### src/rtl/mem_stage.sv
// Memory pipeline stage: drives the data-memory bus for loads/stores, stalls on
// wait states, aborts after TIMEOUT wait cycles, and fills the MEM/WB register.
module mem_stage #(
  parameter int TIMEOUT = 255
) (
  input  logic        clk,
  input  logic        rst,
  input  logic [31:0] ExMem_AluResult,
  input  logic [31:0] ExMem_AluB_Pc4,
  input  logic [31:0] ExMem_StoreData,
  input  logic [2:0]  ExMem_Funct3,
  input  logic        ExMem_MemRead,
  input  logic        ExMem_MemWrite,
  input  logic        ExMem_MemToReg,
  input  logic [4:0]  ExMem_RegRd,
  input  logic        ExMem_RegWrite,
  output logic        DMem_Req,
  output logic        DMem_We,
  output logic [31:0] DMem_Addr,
  output logic [3:0]  DMem_Be,
  output logic [31:0] DMem_WData,
  input  logic        DMem_Ready,
  input  logic [31:0] DMem_RData,
  output logic        Mem_Stall,
  output logic [31:0] MemWb_MemData,
  output logic [31:0] MemWb_AluB_Pc4,
  output logic        MemWb_MemToReg,
  output logic [4:0]  MemWb_RegRd,
  output logic        MemWb_RegWrite,
  output logic        Mem_ErrMisalign,
  output logic        Mem_ErrTimeout
);

  typedef enum logic {S_IDLE = 1'b0, S_WAIT = 1'b1} state_t;

  // The abort fires on the TIMEOUT-th WAIT cycle (counter runs 0..TIMEOUT-1).
  localparam logic [7:0] LP_LAST = 8'(TIMEOUT - 1);

  state_t      r_state;
  logic [7:0]  r_cnt;
  logic        w_pending;
  logic        w_is_wr;
  logic        w_f3_ok;
  logic        w_misalign;
  logic        w_legal;
  logic        w_bad;
  logic        w_abort;
  logic        w_done;
  logic [1:0]  w_off;
  logic [31:0] w_load;

  function automatic logic [31:0] load_extract(input logic [31:0] rdata,
                                               input logic [1:0]  off,
                                               input logic [2:0]  f3);
    logic [7:0]         b;
    logic [15:0]        h;
    logic signed [31:0] r;
    b = rdata[{off, 3'b000} +: 8];
    h = off[1] ? rdata[31:16] : rdata[15:0];
    case (f3)
      3'b000:  r = 32'(signed'(b));
      3'b001:  r = 32'(signed'(h));
      3'b100:  r = {24'b0, b};
      3'b101:  r = {16'b0, h};
      default: r = rdata;
    endcase
    return r;
  endfunction

  function automatic logic [31:0] store_lanes(input logic [1:0]  sz,
                                              input logic [31:0] d);
    case (sz)
      2'b00:   return {4{d[7:0]}};
      2'b01:   return {2{d[15:0]}};
      default: return d;
    endcase
  endfunction

  function automatic logic [3:0] byte_enables(input logic [1:0] sz,
                                              input logic [1:0] off);
    case (sz)
      2'b00:   return 4'b0001 << off;
      2'b01:   return 4'b0011 << off;
      2'b10:   return 4'b1111;
      default: return 4'b0000;
    endcase
  endfunction

  always_comb begin
    w_off     = ExMem_AluResult[1:0];
    w_pending = ExMem_MemRead | ExMem_MemWrite;
    w_is_wr   = ExMem_MemWrite;
    case (ExMem_Funct3)
      3'b000, 3'b001, 3'b010: w_f3_ok = 1'b1;
      3'b100, 3'b101:         w_f3_ok = !w_is_wr;
      default:                w_f3_ok = 1'b0;
    endcase
    w_misalign = ((ExMem_Funct3[1:0] == 2'b01) && w_off[0]) ||
                 ((ExMem_Funct3[1:0] == 2'b10) && (w_off != 2'b00));
    w_legal    = w_pending & w_f3_ok & !w_misalign;
    w_bad      = w_pending & !w_legal;
    w_abort    = (r_state == S_WAIT) & !DMem_Ready & (r_cnt == LP_LAST);
    w_done     = w_legal & DMem_Ready;
    w_load     = load_extract(DMem_RData, w_off, ExMem_Funct3);

    // Bus outputs follow the held EX/MEM fields, so they stay stable through WAIT.
    DMem_Req   = w_legal & !rst;
    DMem_We    = DMem_Req & w_is_wr;
    DMem_Addr  = {ExMem_AluResult[31:2], 2'b00};
    DMem_Be    = byte_enables(ExMem_Funct3[1:0], w_off);
    DMem_WData = store_lanes(ExMem_Funct3[1:0], ExMem_StoreData);
    Mem_Stall  = w_legal & !DMem_Ready & !w_abort & !rst;
  end

  always_ff @(posedge clk or posedge rst) begin
    if (rst) begin
      r_state <= S_IDLE;
      r_cnt   <= 8'd0;
    end else begin
      case (r_state)
        S_IDLE: begin
          r_cnt <= 8'd0;
          if (w_legal && !DMem_Ready) r_state <= S_WAIT;
        end
        default: begin
          if (!w_legal || DMem_Ready || w_abort) begin
            r_state <= S_IDLE;
            r_cnt   <= 8'd0;
          end else begin
            r_cnt <= r_cnt + 8'd1;
          end
        end
      endcase
    end
  end

  // MEM/WB boundary: any access that does not complete this cycle becomes a bubble.
  always_ff @(posedge clk or posedge rst) begin
    if (rst) begin
      MemWb_MemData   <= 32'd0;
      MemWb_AluB_Pc4  <= 32'd0;
      MemWb_MemToReg  <= 1'b0;
      MemWb_RegRd     <= 5'd0;
      MemWb_RegWrite  <= 1'b0;
      Mem_ErrMisalign <= 1'b0;
      Mem_ErrTimeout  <= 1'b0;
    end else begin
      MemWb_AluB_Pc4  <= ExMem_AluB_Pc4;
      MemWb_MemToReg  <= ExMem_MemToReg;
      MemWb_RegRd     <= ExMem_RegRd;
      MemWb_MemData   <= 32'd0;
      MemWb_RegWrite  <= 1'b0;
      Mem_ErrMisalign <= w_bad;
      Mem_ErrTimeout  <= w_abort;
      if (!w_pending) begin
        MemWb_RegWrite <= ExMem_RegWrite;
      end else if (w_done && !w_is_wr) begin
        MemWb_MemData  <= w_load;
        MemWb_RegWrite <= ExMem_RegWrite;
      end
    end
  end

endmodule

### config.mk
export PLATFORM = sky130hd
export DESIGN_NAME = mem_stage
export DESIGN_NICKNAME = d
export VERILOG_FILES = /design/src/rtl/mem_stage.sv
export SDC_FILE = /design/constraint.sdc
export NUM_CORES = 1
export LEC_CHECK = 0
export BUFFER_PORTS_ARGS = -buffer_cell sky130_fd_sc_hd__buf_2
export CORE_AREA = 2 2 110 112
export CTS_CLUSTER_DIAMETER = 200
export DETAILED_ROUTE_END_ITERATION = 7
export DIE_AREA = 0 0 112 114
export GPL_TIMING_DRIVEN = 1
export PLACE_DENSITY = 0.68
export SLEW_MARGIN = 10
export SYNTH_ARGS = -nofsm -noshare
export SYNTH_HDL_FRONTEND = slang
export SYNTH_SLANG_ARGS = --single-unit
### constraint.sdc
create_clock -name clk -period 4.8 [get_ports clk]
set_input_delay 0.96 -clock clk [delete_from_list [all_inputs] [get_ports clk]]
set_output_delay 0.96 -clock clk [all_outputs]
set_load 0.01 [all_outputs]
==> impl_metrics.env, run 1 <==
export IMPL_required_ns=3.84
export IMPL_end_kind="output port"
export IMPL_hold_buffers=0
export IMPL_yosys_warnings=0
export IMPL_vias=3190
export IMPL_intPower_w=0.00133
export IMPL_row_count=40
export IMPL_critPathMostFrequentCell="buf_2"
export IMPL_hold_path_class="reg -> reg"
export IMPL_syn_area_per_cell_sq_um=11.2
export IMPL_path_cells="buf_2 -> o41ai_4 -> o2111ai_1 -> nor4_1 -> buf_2"
export IMPL_grt_max_degree=83
export IMPL_finalClockSkew_ns=0.000815
export IMPL_io_pins=287
export IMPL_fin_area_sq_um=5090
export IMPL_route_detailed_drc=0
export IMPL_tns_ns=0
export IMPL_route_final_wire_length_mm=12.2
export IMPL_dieArea_sq_um=12800
export IMPL_drv_cap=0
export IMPL_peakVddDrop_mv=0.221
export IMPL_synth_cell_types=46
export IMPL_grt_pass1_wl_mm=17.7
export IMPL_slowest_delay_ns=0.45
export IMPL_layout_drive_gt1_share_pct=54.9
export IMPL_ys_top_cells_by_area="dfrtp_1 54%, buf_4 8.1%, mux2_2 5.6%, inv_1 2.8%, nand2_1 2.7%"
export IMPL_cts_tree="done"
export IMPL_initial_core_util_pct=32.5
export IMPL_syn_instance_count=340
export IMPL_fin_crit_ns=3.38
export IMPL_grt_usage_pct=18.4
export IMPL_tightestPinTransition_ns=1.04
export IMPL_clkPwrFrac_pct=44.8
export IMPL_die_w_um=112
export IMPL_fp_dieH_um=114
export IMPL_finalMaxSlewViolations=0
export IMPL_worstSetupStartpointType="primary input"
export IMPL_synth_area_leader_cell="dfrtp_1"
export IMPL_post_cts_buffers=0
export IMPL_p_sw_share_pct=24.0
export IMPL_viasPerCell=4.71
export IMPL_combPwrFrac_pct=13.8
export IMPL_fmax_mhz=296
export IMPL_place_area_sq_um=4750
export IMPL_dp_hpwl_mm=9.69
export IMPL_synth_edf_count=0
export IMPL_synth_seq_area_share_pct=53.8
export IMPL_cts_repair_resized=0
export IMPL_p_per_area_nw_per_um2=342
export IMPL_seqPwrFrac_pct=41.4
export IMPL_cts_sinks=82
export IMPL_root_buffer="clkbuf_16"
export IMPL_antenna_left=0
export IMPL_outcome="completed"
export IMPL_h_tree_depth=3
export IMPL_cp_slowest_cell="o41ai_4"
export IMPL_overflow=0
export IMPL_drt_iter0_markers=200
export IMPL_critical_path_class="in -> out"
export IMPL_port_buffers=224
export IMPL_synthArstFlopShare_pct=100
export IMPL_relSlewSlack_pct=31.0
export IMPL_gp_congestion=0.751
export IMPL_setup_viol=0
export IMPL_synth_main_ff_cell="dfrtp_1"
export IMPL_hold_viol=0
export IMPL_nets=668
export IMPL_drt_pass1_iter_count=4
export IMPL_leakage_nw=2.75
export IMPL_clk_latency_ns=0.33
export IMPL_final_period_utilization_pct=70.5
export IMPL_detail_route_wl_per_cell_um=18.1
export IMPL_cts_buffer_depth=2
export IMPL_cp_max_fo=27
export IMPL_cp_arrival_ns=2.42
export IMPL_cts_buffers=9
export IMPL_clkTransAtPathRegs_ns=0.06
export IMPL_synth_top_cell_area_share_pct=53.8
export IMPL_rsz0062_at_grt="no"
export IMPL_grt_pass1_vias=3109
export IMPL_syn_area_sq_um=3810
export IMPL_p_switching_w=0.000418
export IMPL_antenna_found_initial=2
export IMPL_syn2layout_area_growth_pct=33.7
export IMPL_synth_seq_cells=82
export IMPL_core_area_sq_um=11700
export IMPL_fillers=1149
[stage by stage]
stage                     instances  setup WS (ns)  total power [W]  hold WS (ns)  util, %
after floorplan                 341          0.751         0.000887         0.491        -
after global placement          659           1.44         0.000975         0.516     40.5
after detailed placement        659           1.40         0.000979         0.537     40.5
after CTS                       675           1.39          0.00177         0.547     43.5
after global routing            677           1.30          0.00181         0.578     43.5
final                           677           1.42          0.00174         0.551     43.5
[cells by family (layout without fill, tap and decap cells)]
family | count (synthesis) | after routing | synth area share, %
compound gates | 59 | 59 | 12.2
other cells | 1 | 4 | 0.0984
fa+ha+maj | 2 | 2 | 0.656
mux | 28 | 28 | 7.98
flops | 82 | 82 | 53.8
simple gates | 79 | 79 | 10.9
buf+inv | 83 | 270 | 13.0
xor+xnor | 6 | 6 | 1.38
[area by class of cell]
class | count | area [sq um] | share of cell area, %
Sequential cell | 82 | 2050 | 40.3
Multi-Input combinational cell | 176 | 1270 | 24.9
Timing Repair Buffer | 226 | 1140 | 22.3
Clock buffer | 10 | 229 | 4.50
Tap cell | 147 | 184 | 3.61
Clock inverter | 6 | 113 | 2.21
Inverter | 28 | 106 | 2.09
Antenna cell | 2 | 5.00 | 0.0983
[sequential cells by signal, indices dropped and copies added, names as in the netlist]
signal           flops
r_cnt                8
Mem_ErrMisalign      1
Mem_ErrTimeout       1
r_state              1
MemWb_MemToReg       1
MemWb_RegWrite       1
MemWb_MemData       32
MemWb_RegRd          5
MemWb_AluB_Pc4      32
[placed cells by master, fill, tap and decap left out, drive strengths merged, types with 10 or more instances in the layout]
cell type and n:
a21oi 18, buf 226, clkbuf 10, dfrtp 82
inv 29, mux2 19, nand2 28, nor2 22
o21ai 17
[cell usage after synthesis, types with 4 or more instances]
cell type   n
dfrtp_1    82
buf_4      41
inv_1      28
nand2_1    27
nor2_1     21
mux2_2     19
o21ai_0    17
a21oi_2    10
mux2i_1     9
a21oi_1     8
nor3_2      7
o22ai_1     7
a221oi_1    5
buf_2       5
xor2_1      5
clkbuf_1    4
[final timing paths]
kind | start | endpoint | slack, ns | depth (start not counted)
setup / recovery | ExMem_Funct3[0] | Mem_Stall | 1.42 | 5
hold / removal | r_cnt[0] | r_cnt[0] | 0.55 | 1
setup reg to reg | r_cnt[2] | r_state | 3.28 | 4
hold reg to reg | r_cnt[0] | r_cnt[0] | 0.55 | 1
max in group asynchronous | rst | MemWb_MemData[18] | 3.12 | 3
min in group asynchronous | rst | r_state | 0.94 | 3
[metal layers]
| metal | wire [um] | global-route usage [%] | vias to the layer above |
|---|---|---|---|
| li1 | - | - | 1465 |
| met5 | 0 | 0 | - |
| met2 | 6630 | 33.9 | 186 |
| met4 | 310 | 9.19 | 0 |
| met3 | 1030 | 4.94 | 30 |
| met1 | 4250 | 19.3 | 1509 |
[worst max-delay path, delay by kind of cell]
| family | cells | cell delay, ns |
|---|---|---|
| AOI/OAI and AO/OA | 2 | 0.73 |
| buffers and inverters | 2 | 0.49 |
| and+or+nand+nor | 1 | 0.24 |
[power by group through the flow]
| stage | logic (W) | clock network [W] | registers [W] |
|---|---|---|---|
| 3_3_place_gp | 0.000242 | 0 | 0.000734 |
| 4_1_cts | 0.000245 | 0.000799 | 0.000722 |
| 6_report | 0.000241 | 0.000781 | 0.000722 |
| 2_1_floorplan | 0.000140 | 0 | 0.000747 |
| 3_5_place_dp | 0.000244 | 0 | 0.000734 |
| 5_1_grt | 0.000265 | 0.000824 | 0.000723 |
(Power assumes the default switching activity.)
==> run 2, diff against run 1 <==
- ABC_AREA: unset -> 1
- CORE_AREA: 2 2 110 112 -> 2 2 112 114
- DIE_AREA: 0 0 112 114 -> 0 0 114 116
- PLACE_DENSITY: 0.68 -> 0.69
- clock period: 4.8 -> 3.5 ns (I/O delays scaled with it)
==> run 2 against run 1 <==
Against the previous run: worst hold slack got worse by 0.14 ns; die area increased by 3.6%; synthesized area increased by 8.2%; utilization increased by 1.1 points; sequential power increased by 37%; largest cell class unchanged; highest routed layer unchanged.
==> impl_metrics.env, run 2 <==
export IMPL_synthArstFlopShare_pct=100
export IMPL_drt_pass1_iter_count=4
export IMPL_syn_area_per_cell_sq_um=8.30
export IMPL_layout_commonest_cell="buf_2"
export IMPL_syn_area_sq_um=4130
export IMPL_synth_main_ff_cell="dfrtp_1"
export IMPL_antenna_found_initial=1
export IMPL_vias=3823
export IMPL_path_cells="buf_2 -> inv_2 -> nand2_2 -> inv_2 -> nor2_1 -> o31ai_1 -> buf_2"
export IMPL_drv_cap=0
export IMPL_fin_area_sq_um=5310
export IMPL_fin_crit_ns=2.60
export IMPL_grt_usage_pct=20.0
export IMPL_overflow=0
export IMPL_slowest_delay_ns=0.27
export IMPL_hold_buffers=0
export IMPL_leakage_nw=3.16
export IMPL_cts_sinks=82
export IMPL_synthMostInstantiatedCell="nand2_1"
export IMPL_setup_viol=0
export IMPL_cts_buffer_depth=2
export IMPL_grt_pass1_wl_mm=19.7
export IMPL_dieArea_sq_um=13200
export IMPL_cts_repair_resized=0
export IMPL_final_period_utilization_pct=74.3
export IMPL_detail_route_wl_per_cell_um=16.3
export IMPL_die_w_um=114
export IMPL_synth_seq_cells=82
export IMPL_fmax_mhz=385
export IMPL_cts_buffers=9
export IMPL_finalMaxSlewViolations=0
export IMPL_ys_top_cells_by_area="dfrtp_1 50%, nand2_1 12%, buf_4 7.5%, nor2_1 5.4%, o21ai_0 5.0%"
export IMPL_route_detailed_drc=0
export IMPL_yosys_top_cells_count="131 x nand2_1, 82 x dfrtp_1, 59 x nor2_1, 53 x inv_1"
export IMPL_route_final_wire_length_mm=13.5
export IMPL_critical_path_class="in -> out"
export IMPL_yosys_warnings=0
export IMPL_p_per_area_nw_per_um2=416
export IMPL_viasPerCell=4.60
export IMPL_hold_viol=0
export IMPL_dp_hpwl_mm=10.8
export IMPL_worstSetupStartpointType="primary input"
export IMPL_drt_iter0_markers=243
export IMPL_tns_ns=0
export IMPL_synth_top_cell_area_share_pct=49.7
export IMPL_antenna_left=0
export IMPL_port_buffers=224
export IMPL_nets=823
export IMPL_row_count=40
export IMPL_relSlewSlack_pct=63.7
export IMPL_hold_path_class="in -> async"
export IMPL_end_kind="output port"
export IMPL_root_buffer="clkbuf_16"
export IMPL_syn_instance_count=497
export IMPL_synth_cell_types=36
export IMPL_grt_max_degree=43
export IMPL_reg_largest_list="MemWb_AluB_Pc4 x32, MemWb_MemData x32, r_cnt x8"
export IMPL_h_tree_depth=3
export IMPL_syn2layout_area_growth_pct=28.7
export IMPL_tightestPinTransition_ns=0.543
export IMPL_peakVddDrop_mv=0.214
export IMPL_path_buf_inv=4
export IMPL_rsz0062_at_grt="no"
export IMPL_synth_seq_area_share_pct=49.7
export IMPL_finalClockSkew_ns=0.000827
export IMPL_io_pins=287
export IMPL_cp_arrival_ns=1.90
export IMPL_grt_pass1_vias=3614
export IMPL_final_cell_mix="224 x buf_2, 131 x nand2_1, 82 x dfrtp_1"
export IMPL_post_cts_buffers=0
export IMPL_gp_congestion=0.801
export IMPL_outcome="completed"
export IMPL_required_ns=2.80
export IMPL_initial_core_util_pct=34.6
export IMPL_clkTransAtPathRegs_ns=0.06
export IMPL_critical_path_top_delay_family="buffers and inverters"
export IMPL_synth_edf_count=0
export IMPL_synth_area_leader_cell="dfrtp_1"
export IMPL_fp_dieH_um=116
export IMPL_cts_tree="done"
export IMPL_core_area_sq_um=11900
export IMPL_place_area_sq_um=5030
export IMPL_layout_drive_gt1_share_pct=40.7
export IMPL_cp_max_fo=15
export IMPL_clk_latency_ns=0.33
export IMPL_cp_slowest_cell="o31ai_1"
[run 2: cell types whose count changed after synthesis, sizes merged, moves of 12 or more]
cell | before | now
a21oi | 18 | 3
inv | 28 | 58
mux2 | 19 | 0
nand2 | 28 | 135
nand3 | 3 | 15
nor2 | 22 | 61
o21ai | 17 | 44
[run 2: final timing paths]
path,start,end,slack (ns),depth (start not counted)
worst max-delay path,ExMem_Funct3[1],DMem_Be[1],0.90,7
worst min-delay path,rst,Mem_ErrMisalign,0.41,2
worst max register to register,r_cnt[0],r_cnt[6],2.17,6
worst min register to register,r_cnt[0],r_cnt[0],0.50,1
max in group asynchronous,rst,MemWb_AluB_Pc4[13],2.30,3
min in group clk,ExMem_AluB_Pc4[7],MemWb_AluB_Pc4[7],0.47,1
[run 2: cells by family (layout without fill, tap and decap cells)]
| logic type | after synthesis | count (layout) | synth area share, % |
|---|---|---|---|
| AND/OR/NAND/NOR | 230 | 230 | 24.5 |
| buffers and inverters | 119 | 304 | 16.2 |
| flip-flops | 82 | 82 | 49.7 |
| AO/OA/AOI/OAI | 59 | 59 | 8.01 |
| XOR/XNOR | 4 | 4 | 0.849 |
| adder cells (fa/ha/maj) | 2 | 2 | 0.607 |
| other | 1 | 3 | 0.0909 |
[run 2: per-stage QoR]
stage / total power [W] / instances / setup slack (ns) / hold WS [ns] / util (%)
after floorplan: 0.00123 / 498 / 0.692 / 0.455 / -
after global placement: 0.00136 / 814 / 0.932 / 0.478 / 42.2
after detailed placement: 0.00136 / 814 / 0.917 / 0.485 / 42.2
after CTS: 0.00224 / 830 / 0.897 / 0.426 / 44.5
after global routing: 0.00231 / 831 / 0.731 / 0.452 / 44.6
final: 0.00221 / 831 / 0.901 / 0.408 / 44.6
[run 2: power breakdown]
part	switching [W]	leakage, nW	internal, W
logic	0.000218	1.98	0.000135
registers	0.00000779	1.05	0.000979
clock network	0.000381	0.134	0.000486
total	0.000607	3.16	0.00160
[run 2: layout make-up]
cell class	instances	area, sq um
multi-input combinational	297	1410
clock inverter	7	53.8
sequential	82	2050
antenna	1	2.50
fill	1232	6600
clock buffer	9	225
timing repair buffer	229	1160
tap	147	184
inverter	59	224
[run 2: per-layer routing]
| metal | vias up | global-route usage, % | wire length, um |
|---|---|---|---|
| met1 | 1750 | 21.4 | 4920 |
| li1 | 1850 | - | - |
| met4 | 0 | 8.46 | 359 |
| met5 | - | 0 | 0 |
| met3 | 31 | 4.24 | 1040 |
| met2 | 192 | 38.2 | 7210 |
==> run 3, diff against run 2 <==
- ABC_AREA: 1 -> 0
- CORE_AREA: 2 2 112 114 -> 2 2 110 112
- DIE_AREA: 0 0 114 116 -> 0 0 112 114
- PLACE_DENSITY: 0.69 -> 0.68
- clock period: 3.5 -> 2.5 ns (I/O delays scaled with it)
==> run 3 against run 2 <==
Against the previous run: non-clock buffer count increased by 3; combinational power up 35%; final cell count decreased by 18%; sequential share of layout area increased by 1.1 points; critical endpoint is now Mem_Stall; worst hold slack worse by 0.13 ns; critical path type is now reg -> out; largest cell class unchanged; global-route usage decreased by 1.8 points; critical path depth unchanged; sequential power grew 40%; wire length down 9.6%; worst setup slack lost 0.73 ns; clock power increased by 71%; register-to-register slack got worse by 1.0 ns.
==> impl_metrics.env, run 3 (same netlist as run 1, synthesis figures left out) <==
export IMPL_h_tree_depth=3
export IMPL_hold_path_class="in -> reg"
export IMPL_grt_usage_pct=18.2
export IMPL_core_area_sq_um=11700
export IMPL_fin_area_sq_um=5160
export IMPL_drt_pass1_iter_count=4
export IMPL_worstSetupStartpointType="register"
export IMPL_reg2reg_slack_ns=1.12
export IMPL_finalClockSkew_ns=0.00138
export IMPL_row_count=40
export IMPL_setup_viol=0
export IMPL_grt_pass1_vias=3184
export IMPL_rsz0062_at_grt="no"
export IMPL_cts_sinks=82
export IMPL_cts_buffer_depth=2
export IMPL_p_sw_share_pct=23.8
export IMPL_cts_tree="done"
export IMPL_hold_viol=0
export IMPL_antenna_found_initial=3
export IMPL_fmax_mhz=430
export IMPL_tightestPinTransition_ns=1.03
export IMPL_post_cts_buffers=0
export IMPL_route_final_wire_length_mm=12.2
export IMPL_hold_path_end="MemWb_RegRd[2]"
export IMPL_p_per_area_nw_per_um2=648
export IMPL_io_pins=287
export IMPL_final_cell_mix="224 x buf_2, 82 x dfrtp_1, 27 x nand2_1, 27 x inv_1, 21 x nor2_1"
export IMPL_outcome="completed"
export IMPL_nets=674
export IMPL_reg2regPathDepth=5
export IMPL_dp_hpwl_mm=9.83
export IMPL_rr_startpoint="r_cnt[2]"
export IMPL_required_ns=2.00
export IMPL_final_period_utilization_pct=93.1
export IMPL_cp_arrival_ns=1.83
export IMPL_finish_utilization_pct=44.0
export IMPL_port_buffers=224
export IMPL_holdPathStages=1
export IMPL_fin_crit_ns=2.33
export IMPL_intPower_w=0.00255
export IMPL_layout_commonest_cell="buf_2"
export IMPL_finalMaxSlewViolations=0
export IMPL_combPwrFrac_pct=14.2
export IMPL_peakVddDrop_mv=0.428
export IMPL_relSlewSlack_pct=31.6
export IMPL_initial_core_util_pct=32.5
export IMPL_reg_largest_list="MemWb_AluB_Pc4 x32, MemWb_MemData x32, r_cnt x8"
export IMPL_seqPwrFrac_pct=41.4
export IMPL_min_from="ExMem_RegRd[2]"
export IMPL_p_switching_w=0.000795
export IMPL_dieArea_sq_um=12800
export IMPL_clk_latency_ns=0.33
export IMPL_cp_max_fo=6
export IMPL_drt_iter0_markers=216
export IMPL_grt_max_degree=83
export IMPL_clkPwrFrac_pct=44.4
export IMPL_detail_route_wl_per_cell_um=17.9
export IMPL_cts_buffers=9
export IMPL_root_buffer="clkbuf_16"
export IMPL_fp_dieH_um=114
export IMPL_grt_pass1_wl_mm=17.6
export IMPL_r2r_end="r_state"
export IMPL_die_w_um=112
export IMPL_leakage_nw=2.77
export IMPL_route_detailed_drc=0
export IMPL_gp_congestion=0.799
export IMPL_viasPerCell=4.72
export IMPL_layout_drive_gt1_share_pct=55.9
export IMPL_overflow=0
export IMPL_critical_path_class="reg -> out"
export IMPL_place_area_sq_um=4800
export IMPL_end_kind="output port"
export IMPL_drv_cap=0
export IMPL_syn2layout_area_growth_pct=35.3
export IMPL_antenna_left=0
export IMPL_vias=3228
export IMPL_clkTransAtPathRegs_ns=0.06
export IMPL_hold_buffers=0
==> run 3: through the flow <==
step	total power, W	instances	hold WS, ns	setup TNS (ns)	setup WS, ns
final	0.00334	684	0.275	0	0.174
after global routing	0.00347	683	0.258	0	0.0763
after CTS	0.00338	680	0.263	0	0.0763
after detailed placement	0.00189	665	0.527	0	0.167
after global placement	0.00188	665	0.516	0	0.261
after floorplan	0.00170	341	0.491	-0.0950	-0.0950
==> run 3: worst max-delay path: stages (launching register included) <==
cell and delay [ns]:
dfrtp_1 0.44, inv_1 0.07, ha_1 0.19, nand4_1 0.12
nor3b_1 0.07, buf_4 0.15, nor4_2 0.26, buf_2 0.19
==> run 3: what timing repair did <==
action | 4_1_cts | 5_1_grt
setup endpoints to repair | 0 | 1
gates resized for setup | 0 | 1
endpoints found under the hold margin | 0 | 0
==> run 3: power groups by stage <==
stage | logic [W] | clock network (W) | registers (W)
4_1_cts | 0.000480 | 0.00152 | 0.00138
2_1_floorplan | 0.000269 | 0 | 0.00144
5_1_grt | 0.000519 | 0.00157 | 0.00139
3_3_place_gp | 0.000473 | 0 | 0.00141
6_report | 0.000475 | 0.00148 | 0.00138
3_5_place_dp | 0.000478 | 0 | 0.00141
==> run 3: layout make-up <==
class                      instances  area [sq um]
antenna                            4          10.0
clock buffer                       9           225
clock inverter                     6           115
fill                            1156          6560
inverter                          28           109
multi-input combinational        176          1280
sequential                        82          2050
tap                              147           184
timing repair buffer             232          1180
==> run 3: worst max path at each step <==
stage                             startpoint                end  depth (start not counted)
after floorplan                          rst            DMem_We                          2
after global placement    ExMem_AluResult[0]          Mem_Stall                          5
after detailed placement  ExMem_AluResult[1]  MemWb_MemData[17]                          5
after CTS                           r_cnt[0]          Mem_Stall                          7
after global routing                r_cnt[0]          Mem_Stall                          7
final                               r_cnt[0]          Mem_Stall                          7
==> run 3: per-layer routing <==
layer  up-vias  global-route usage (%)  part of all wire, %
met3        35                    5.26                  8.7
met5         -                       0                    0
met2       180                    32.9                   53
met1      1527                    19.3                   35
li1       1486                       -                    -
met4         0                    9.51                  3.5
